[src/rtl/led_flow_if.sv]
// Handshake bundle between the step source and the flowing-LED engine:
// step/mode/pause travel towards the engine, LED drive and cycle pulse come back.
interface led_flow_if #(
  parameter int LED_W = 8
);
  logic             step_in;
  logic [1:0]       mode;
  logic             pause;
  logic [LED_W-1:0] led;
  logic             cycle_done;

  modport master (
    output step_in,
    output mode,
    output pause,
    input  led,
    input  cycle_done
  );

  modport slave (
    input  step_in,
    input  mode,
    input  pause,
    output led,
    output cycle_done
  );
endinterface

[src/rtl/led_flow_ctrl.sv]
// Flowing-LED pattern engine: every edge of the slow divider toggle advances
// one of four LED patterns by one position and flags each completed cycle.
module led_flow_ctrl #(
  parameter int LED_W = 8
) (
  input  logic       clk,
  input  logic       rst_n,
  led_flow_if.slave  bus
);

  typedef enum logic [1:0] {
    MODE_ROTL = 2'b00,
    MODE_ROTR = 2'b01,
    MODE_PING = 2'b10,
    MODE_BAR  = 2'b11
  } mode_e;

  localparam logic [LED_W-1:0] LED_LSB  = {{(LED_W-1){1'b0}}, 1'b1};
  localparam logic [LED_W-1:0] LED_MSB  = {1'b1, {(LED_W-1){1'b0}}};
  localparam logic [LED_W-1:0] LED_ONES = {LED_W{1'b1}};
  localparam logic [LED_W-1:0] LED_ZERO = {LED_W{1'b0}};

  logic             step_q;
  mode_e            mode_q, mode_d;
  logic             dir_q, dir_d;
  logic [LED_W-1:0] led_q, led_d;
  logic             done_q, done_d;

  logic             ev;
  mode_e            mode_in;
  logic             eff_dir;
  logic [LED_W-1:0] bounce;

  function automatic logic [LED_W-1:0] start_pattern(input mode_e m);
    return (m == MODE_ROTR) ? LED_MSB : LED_LSB;
  endfunction

  function automatic logic is_onehot(input logic [LED_W-1:0] v);
    return (v != LED_ZERO) && ((v & (v - LED_LSB)) == LED_ZERO);
  endfunction

  // A legal bar value is a contiguous run of ones from bit 0 (zero included).
  function automatic logic is_bar(input logic [LED_W-1:0] v);
    return (v & (v + LED_LSB)) == LED_ZERO;
  endfunction

  assign mode_in = mode_e'(bus.mode);
  assign ev      = (bus.step_in != step_q) && !bus.pause;

  // Ping-pong: an endpoint reached with a stale direction reflects instead of
  // shifting off the end, so the one-hot bit can never be lost.
  always_comb begin
    eff_dir = dir_q;
    if (!dir_q && (led_q == LED_MSB)) begin
      eff_dir = 1'b1;
    end else if (dir_q && (led_q == LED_LSB)) begin
      eff_dir = 1'b0;
    end
    bounce = eff_dir ? (led_q >> 1) : (led_q << 1);
  end

  always_comb begin
    led_d  = led_q;
    mode_d = mode_q;
    dir_d  = dir_q;
    done_d = 1'b0;

    if (ev) begin
      if (mode_in != mode_q) begin
        led_d  = start_pattern(mode_in);
        mode_d = mode_in;
        dir_d  = 1'b0;
      end else begin
        unique case (mode_q)
          MODE_ROTL: begin
            if (is_onehot(led_q)) begin
              led_d  = {led_q[LED_W-2:0], led_q[LED_W-1]};
              done_d = (led_q == LED_MSB);
            end else begin
              led_d = start_pattern(MODE_ROTL);
            end
          end

          MODE_ROTR: begin
            if (is_onehot(led_q)) begin
              led_d  = {led_q[0], led_q[LED_W-1:1]};
              done_d = (led_q == LED_LSB);
            end else begin
              led_d = start_pattern(MODE_ROTR);
            end
          end

          MODE_PING: begin
            if (is_onehot(led_q)) begin
              led_d = bounce;
              dir_d = eff_dir;
              if (!eff_dir && (bounce == LED_MSB)) begin
                dir_d = 1'b1;
              end else if (eff_dir && (bounce == LED_LSB)) begin
                dir_d  = 1'b0;
                done_d = 1'b1;
              end
            end else begin
              led_d = start_pattern(MODE_PING);
              dir_d = 1'b0;
            end
          end

          MODE_BAR: begin
            if (!is_bar(led_q)) begin
              led_d = start_pattern(MODE_BAR);
            end else if (led_q == LED_ONES) begin
              led_d  = LED_ZERO;
              done_d = 1'b1;
            end else if (led_q == LED_ZERO) begin
              led_d = LED_LSB;
            end else begin
              led_d = {led_q[LED_W-2:0], 1'b1};
            end
          end

          default: begin
            led_d = start_pattern(MODE_ROTL);
          end
        endcase
      end
    end
  end

  // Stage boundary: step history, pattern state and outputs all register here.
  always_ff @(posedge clk or negedge rst_n) begin
    if (!rst_n) begin
      step_q <= 1'b0;
      mode_q <= MODE_ROTL;
      dir_q  <= 1'b0;
      led_q  <= LED_LSB;
      done_q <= 1'b0;
    end else begin
      step_q <= bus.step_in;
      mode_q <= mode_d;
      dir_q  <= dir_d;
      led_q  <= led_d;
      done_q <= done_d;
    end
  end

  assign bus.led        = led_q;
  assign bus.cycle_done = done_q;

endmodule

[src/flat_wrapper.sv]
// flat-port wrapper written by rule: the top's interface ports become plain ports
module led_flow_ctrl_flat 
#(
  parameter int LED_W = 8
)
  (clk, rst_n, bus_step_in, bus_mode, bus_pause, bus_led, bus_cycle_done);
  led_flow_if #(.LED_W(LED_W)) bus_i ();
  input  logic clk;
  input  logic rst_n;
  input wire logic [$bits(bus_i.step_in)-1:0] bus_step_in;
  input wire logic [$bits(bus_i.mode)-1:0] bus_mode;
  input wire logic [$bits(bus_i.pause)-1:0] bus_pause;
  output wire logic [$bits(bus_i.led)-1:0] bus_led;
  output wire logic [$bits(bus_i.cycle_done)-1:0] bus_cycle_done;
  assign bus_i.step_in = bus_step_in;
  assign bus_i.mode = bus_mode;
  assign bus_i.pause = bus_pause;
  assign bus_led = bus_i.led;
  assign bus_cycle_done = bus_i.cycle_done;
  led_flow_ctrl #(.LED_W(LED_W)) u_core (.clk(clk), .rst_n(rst_n), .bus(bus_i));
endmodule
[config.mk]
export PLATFORM = sky130hd
export DESIGN_NAME = led_flow_ctrl_flat
export DESIGN_NICKNAME = d
export VERILOG_FILES = /design/src/rtl/led_flow_if.sv /design/src/rtl/led_flow_ctrl.sv /design/src/flat_wrapper.sv
export SDC_FILE = /design/constraint.sdc
export NUM_CORES = 1
export LEC_CHECK = 0
export CORE_ASPECT_RATIO = 1.75
export CORE_MARGIN = 2
export CORE_UTILIZATION = 56
export CTS_CLUSTER_SIZE = 25
export DETAILED_ROUTE_END_ITERATION = 16
export PLACE_DENSITY = 0.91
export SLEW_MARGIN = 10
export SYNTH_ARGS = -nofsm -noshare
export SYNTH_HDL_FRONTEND = slang
export SYNTH_SLANG_ARGS = --single-unit
[constraint.sdc]
create_clock -name clk -period 2.85 [get_ports clk]
set_clock_uncertainty 0.2 [all_clocks]
set_input_delay 0.285 -clock clk [delete_from_list [all_inputs] [get_ports clk]]
set_output_delay 0.285 -clock clk [all_outputs]
set_load 0.03 [all_outputs]
==> flow_summary_export.csv <==
group,metric,value,unit
outcome,status,"complete, no violations",
floorplanning,pin_count,15,
pwr,internal_power,538,uW
finish,seq_area,327,um2
critical_path,crit_type,"flop to flop",
pwr,leakage,0.578,nW
pwr,netSwitchingFraction,0.489,
grt,grt_pass1_vias,1398,
critical_path,max_stage_delay,640,ps
grt,grt_pass1_wl,6630,um
clock_tree,cts_resized,0,
pwr,max-vdd-ir-drop,0.000476,V
clock_tree,h-tree-depth,1,
floorplanning,die_w,40.5,um
critical_path,path_max_fanout,14,
clock_tree,cts_buffer_depth,2,
critical_path,r2r_slack,290,ps
synth,ys.flop_type,"dfrtp_1",
clock_tree,clkLatencyLatePin,260,ps
clock_tree,cts_buffers,3,
finish,multi_input_area,886,um2
floorplanning,die_h,67.9,um
synth,syn-num-nets,178,
clock_tree,path_clk_slew,70,ps
timing,period_share,0.900,
floorplanning,coreArea,2240,um2
place,numPortBuffers,14,
critical_path,r2r.worst_path.cells,6,
synth,yosysSeqAreaShare,0.250,
floorplanning,dieArea,2750,um2
finish,fillCellCount,199,
critical_path,r2r_end,"u_core.bus.led[3]$_DFFE_PN0P_",
critical_path,arrival,2480,ps
synth,ys_seq_elements,13,
critical_path,cp-end-kind,"flop",
critical_path,critPathTopFamily,"compound AO/OA/AOI/OAI gates",
timing,finalCriticalPeriod,2560,ps
pwr,comb_power_share,0.550,
critical_path,worstPathRequired,2770,ps
timing,relSlewSlack,0.586,
timing,grt_setup_unrepaired,"no",
synth,async_flop_share,1.00,
detailed_routing,vias,1498,
finish,n_antenna_cell,0,
timing,worst_pin_slew,619,ps
critical_path,crit_buf_inv,0,
pwr,power,1.05,mW
grt,grt_use_total,0.360,
place,dp_hpwl,3020,um
critical_path,r2r-start,"u_core.bus.led[2]$_DFFE_PN0P_",
finish,num-nets-final,189,
clock_tree,cts_tree,"built",
timing,setup_viol,0,
synth,syn_avg_cell_area,7.77,um2
synth,synthDistinctLibCells,50,
job,cap_violations,0,
detailed_routing,post_drt_via_cell_ratio,7.38,
synth,synthCells,168,
grt,grt_antenna_before_repair,0,
grt,grt_max_degree,15,
clock_tree,ctsHoldBuffers,0,
detailed_routing,wl_per_cell,20.6,um
clock_tree,clkSinkCount,13,
timing,fmax,390,MHz
synth,ys_warn_count,0,
critical_path,cp-start-kind,"flop",
min_path,min_path_type,"input port to async pin",
finish,drive_gt1_frac,0.107,
clock_tree,root_buffer,"clkbuf_8",
grt,overflow,0,
pwr,p_sw,514,uW
timing,hold_violations,0,
detailed_routing,wl,4190,um
floorplanning,placementRows,23,
floorplanning,start_util,0.581,
synth,synth_edf_count,0,
pwr,powerDensity,702,nW/um2
pwr,pwr-share-clk,0.171,
critical_path,cp_slowest_cell,"or4_4",
timing,fin_setup_tns,0,ps
detailed_routing,drt_iter0_drc,108,
detailed_routing,drc_errors,0,
detailed_routing,firstDrtPassIters,5,
pwr,p_seq_frac,0.279,
finish,syn_to_final_growth,15.0,%
critical_path,cp_cell_sequence,"or4_4, o41ai_4, mux2_2, a22o_1, a21oi_1, a31oi_1",
clock_tree,postCtsSetupRepairBufs,0,
timing,drv_slew,0,
synth,synth_area,1310,um2
place,place_congestion,1.03,
detailed_routing,ant_nets,0,
[how the worst max path moves through the flow]
stage	cells after the start	endpoint	start
after CTS	6	u_core.bus.led[3]$_DFFE_PN0P_	u_core.bus.led[2]$_DFFE_PN0P_
after global routing	7	u_core.bus.led[3]$_DFFE_PN0P_	u_core.bus.led[2]$_DFFE_PN0P_
after detailed placement	6	u_core.bus.led[3]$_DFFE_PN0P_	u_core.bus.led[2]$_DFFE_PN0P_
after global placement	7	u_core.bus.led[4]$_DFFE_PN0P_	u_core.bus.led[3]$_DFFE_PN0P_
after floorplan	6	u_core.bus.led[3]$_DFFE_PN0P_	u_core.bus.led[2]$_DFFE_PN0P_
final	6	u_core.bus.led[3]$_DFFE_PN0P_	u_core.bus.led[2]$_DFFE_PN0P_
[flip-flops by register name (all words and copies together), names as in the netlist]
register / flops
u_core.bus.cycle_done: 1
u_core.bus.led: 8
u_core.step_q: 1
u_core.mode_q: 2
u_core.dir_q: 1
[cells in the final DEF, fill, tap and decap left out, types with 2 or more instances in the layout]
| master | synthesis | routed |
|---|---|---|
| nor3_1 | 2 | 2 |
| a22o_1 | 3 | 3 |
| or3_1 | 2 | 2 |
| buf_4 | 0 | 5 |
| clkdlybuf4s50_1 | 0 | 14 |
| xnor2_1 | 3 | 3 |
| nor2_1 | 10 | 10 |
| o41ai_1 | 2 | 2 |
| nand3_1 | 9 | 9 |
| ha_1 | 4 | 4 |
| nand2_1 | 19 | 19 |
| nand4_1 | 7 | 7 |
| a221oi_1 | 3 | 3 |
| a21oi_1 | 14 | 14 |
| o21ai_0 | 11 | 11 |
| nor2b_1 | 6 | 6 |
| mux2_2 | 2 | 2 |
| dfrtp_1 | 12 | 12 |
| clkbuf_8 | 0 | 3 |
| inv_1 | 9 | 9 |
| a31oi_1 | 8 | 8 |
| or2_2 | 2 | 2 |
[synthesized netlist by cell type (all sizes together) (2+ instances only)]
master | number | area (um2)
inv | 9 | 33.8
clkbuf | 9 | 33.8
a31oi | 8 | 50.1
o21ai | 11 | 55.1
nor2 | 10 | 37.5
dfrtp | 12 | 300
a22o | 3 | 26.3
a221oi | 3 | 26.3
nor4 | 2 | 27.5
nor2b | 6 | 37.5
o41ai | 3 | 45.1
buf | 4 | 25.0
a21boi | 2 | 18.8
nor3 | 2 | 10.0
or4 | 2 | 18.8
mux2 | 2 | 22.5
a21oi | 14 | 70.1
nand2 | 19 | 71.3
nand4 | 7 | 43.8
ha | 4 | 50.1
or3 | 2 | 12.5
xnor2 | 3 | 26.3
nand4b | 2 | 23.8
or2 | 2 | 12.5
nand3 | 9 | 45.0
[layer usage]
metal,vias up,share of wire,routed length [um],GRT usage
met5,-,0,0,0
met4,0,0.069,289,0.304
met3,34,0.096,403,0.0617
met2,130,0.50,2080,0.554
met1,681,0.34,1410,0.405
li1,653,-,-,-
[stage by stage]
step	hold WS [ps]	instance area, um2	instances	util	setup WS (ps)
floorplan	-211	1310	168	-	346
global placement	496	1460	199	0.648	328
detailed placement	512	1460	199	0.648	310
CTS	248	1500	203	0.668	303
global route	281	1500	203	0.668	145
finish	205	1500	203	0.668	285
[power by group through the flow]
stage                     clock network [mW]  logic [mW]  registers [mW]
after floorplan                            0       0.413           0.277
after detailed placement                   0       0.559           0.291
after global placement                     0       0.545           0.290
after global routing                   0.184       0.623           0.295
after CTS                              0.177       0.562           0.288
final                                  0.180       0.579           0.293
[final cells by class]
| class | instances | area share |
|---|---|---|
| Sequential cell | 13 | 0.218 |
| Inverter | 9 | 0.0225 |
| Multi-Input combinational cell | 133 | 0.590 |
| Timing Repair Buffer | 19 | 0.118 |
| Tap cell | 25 | 0.0209 |
| Clock buffer | 4 | 0.0300 |
[worst register-to-register path, cell delays in order (launching register included)]
cell and delay [ps]:
dfrtp_1 550, or4_4 650, o41ai_4 250, mux2_2 370
a22o_1 180, a21oi_1 170, a31oi_1 70
[cells by family after synthesis]
logic type               after synthesis  share of synthesized area
AND/OR/NAND/NOR                       64                      0.268
buffers and inverters                 22                     0.0709
adder cells (fa/ha/maj)                5                     0.0460
XOR/XNOR                               3                     0.0201
multiplexers                           3                     0.0249
AO/OA/AOI/OAI                         58                      0.320
flip-flops                            13                      0.250
Power figures use the tool's default switching activity.
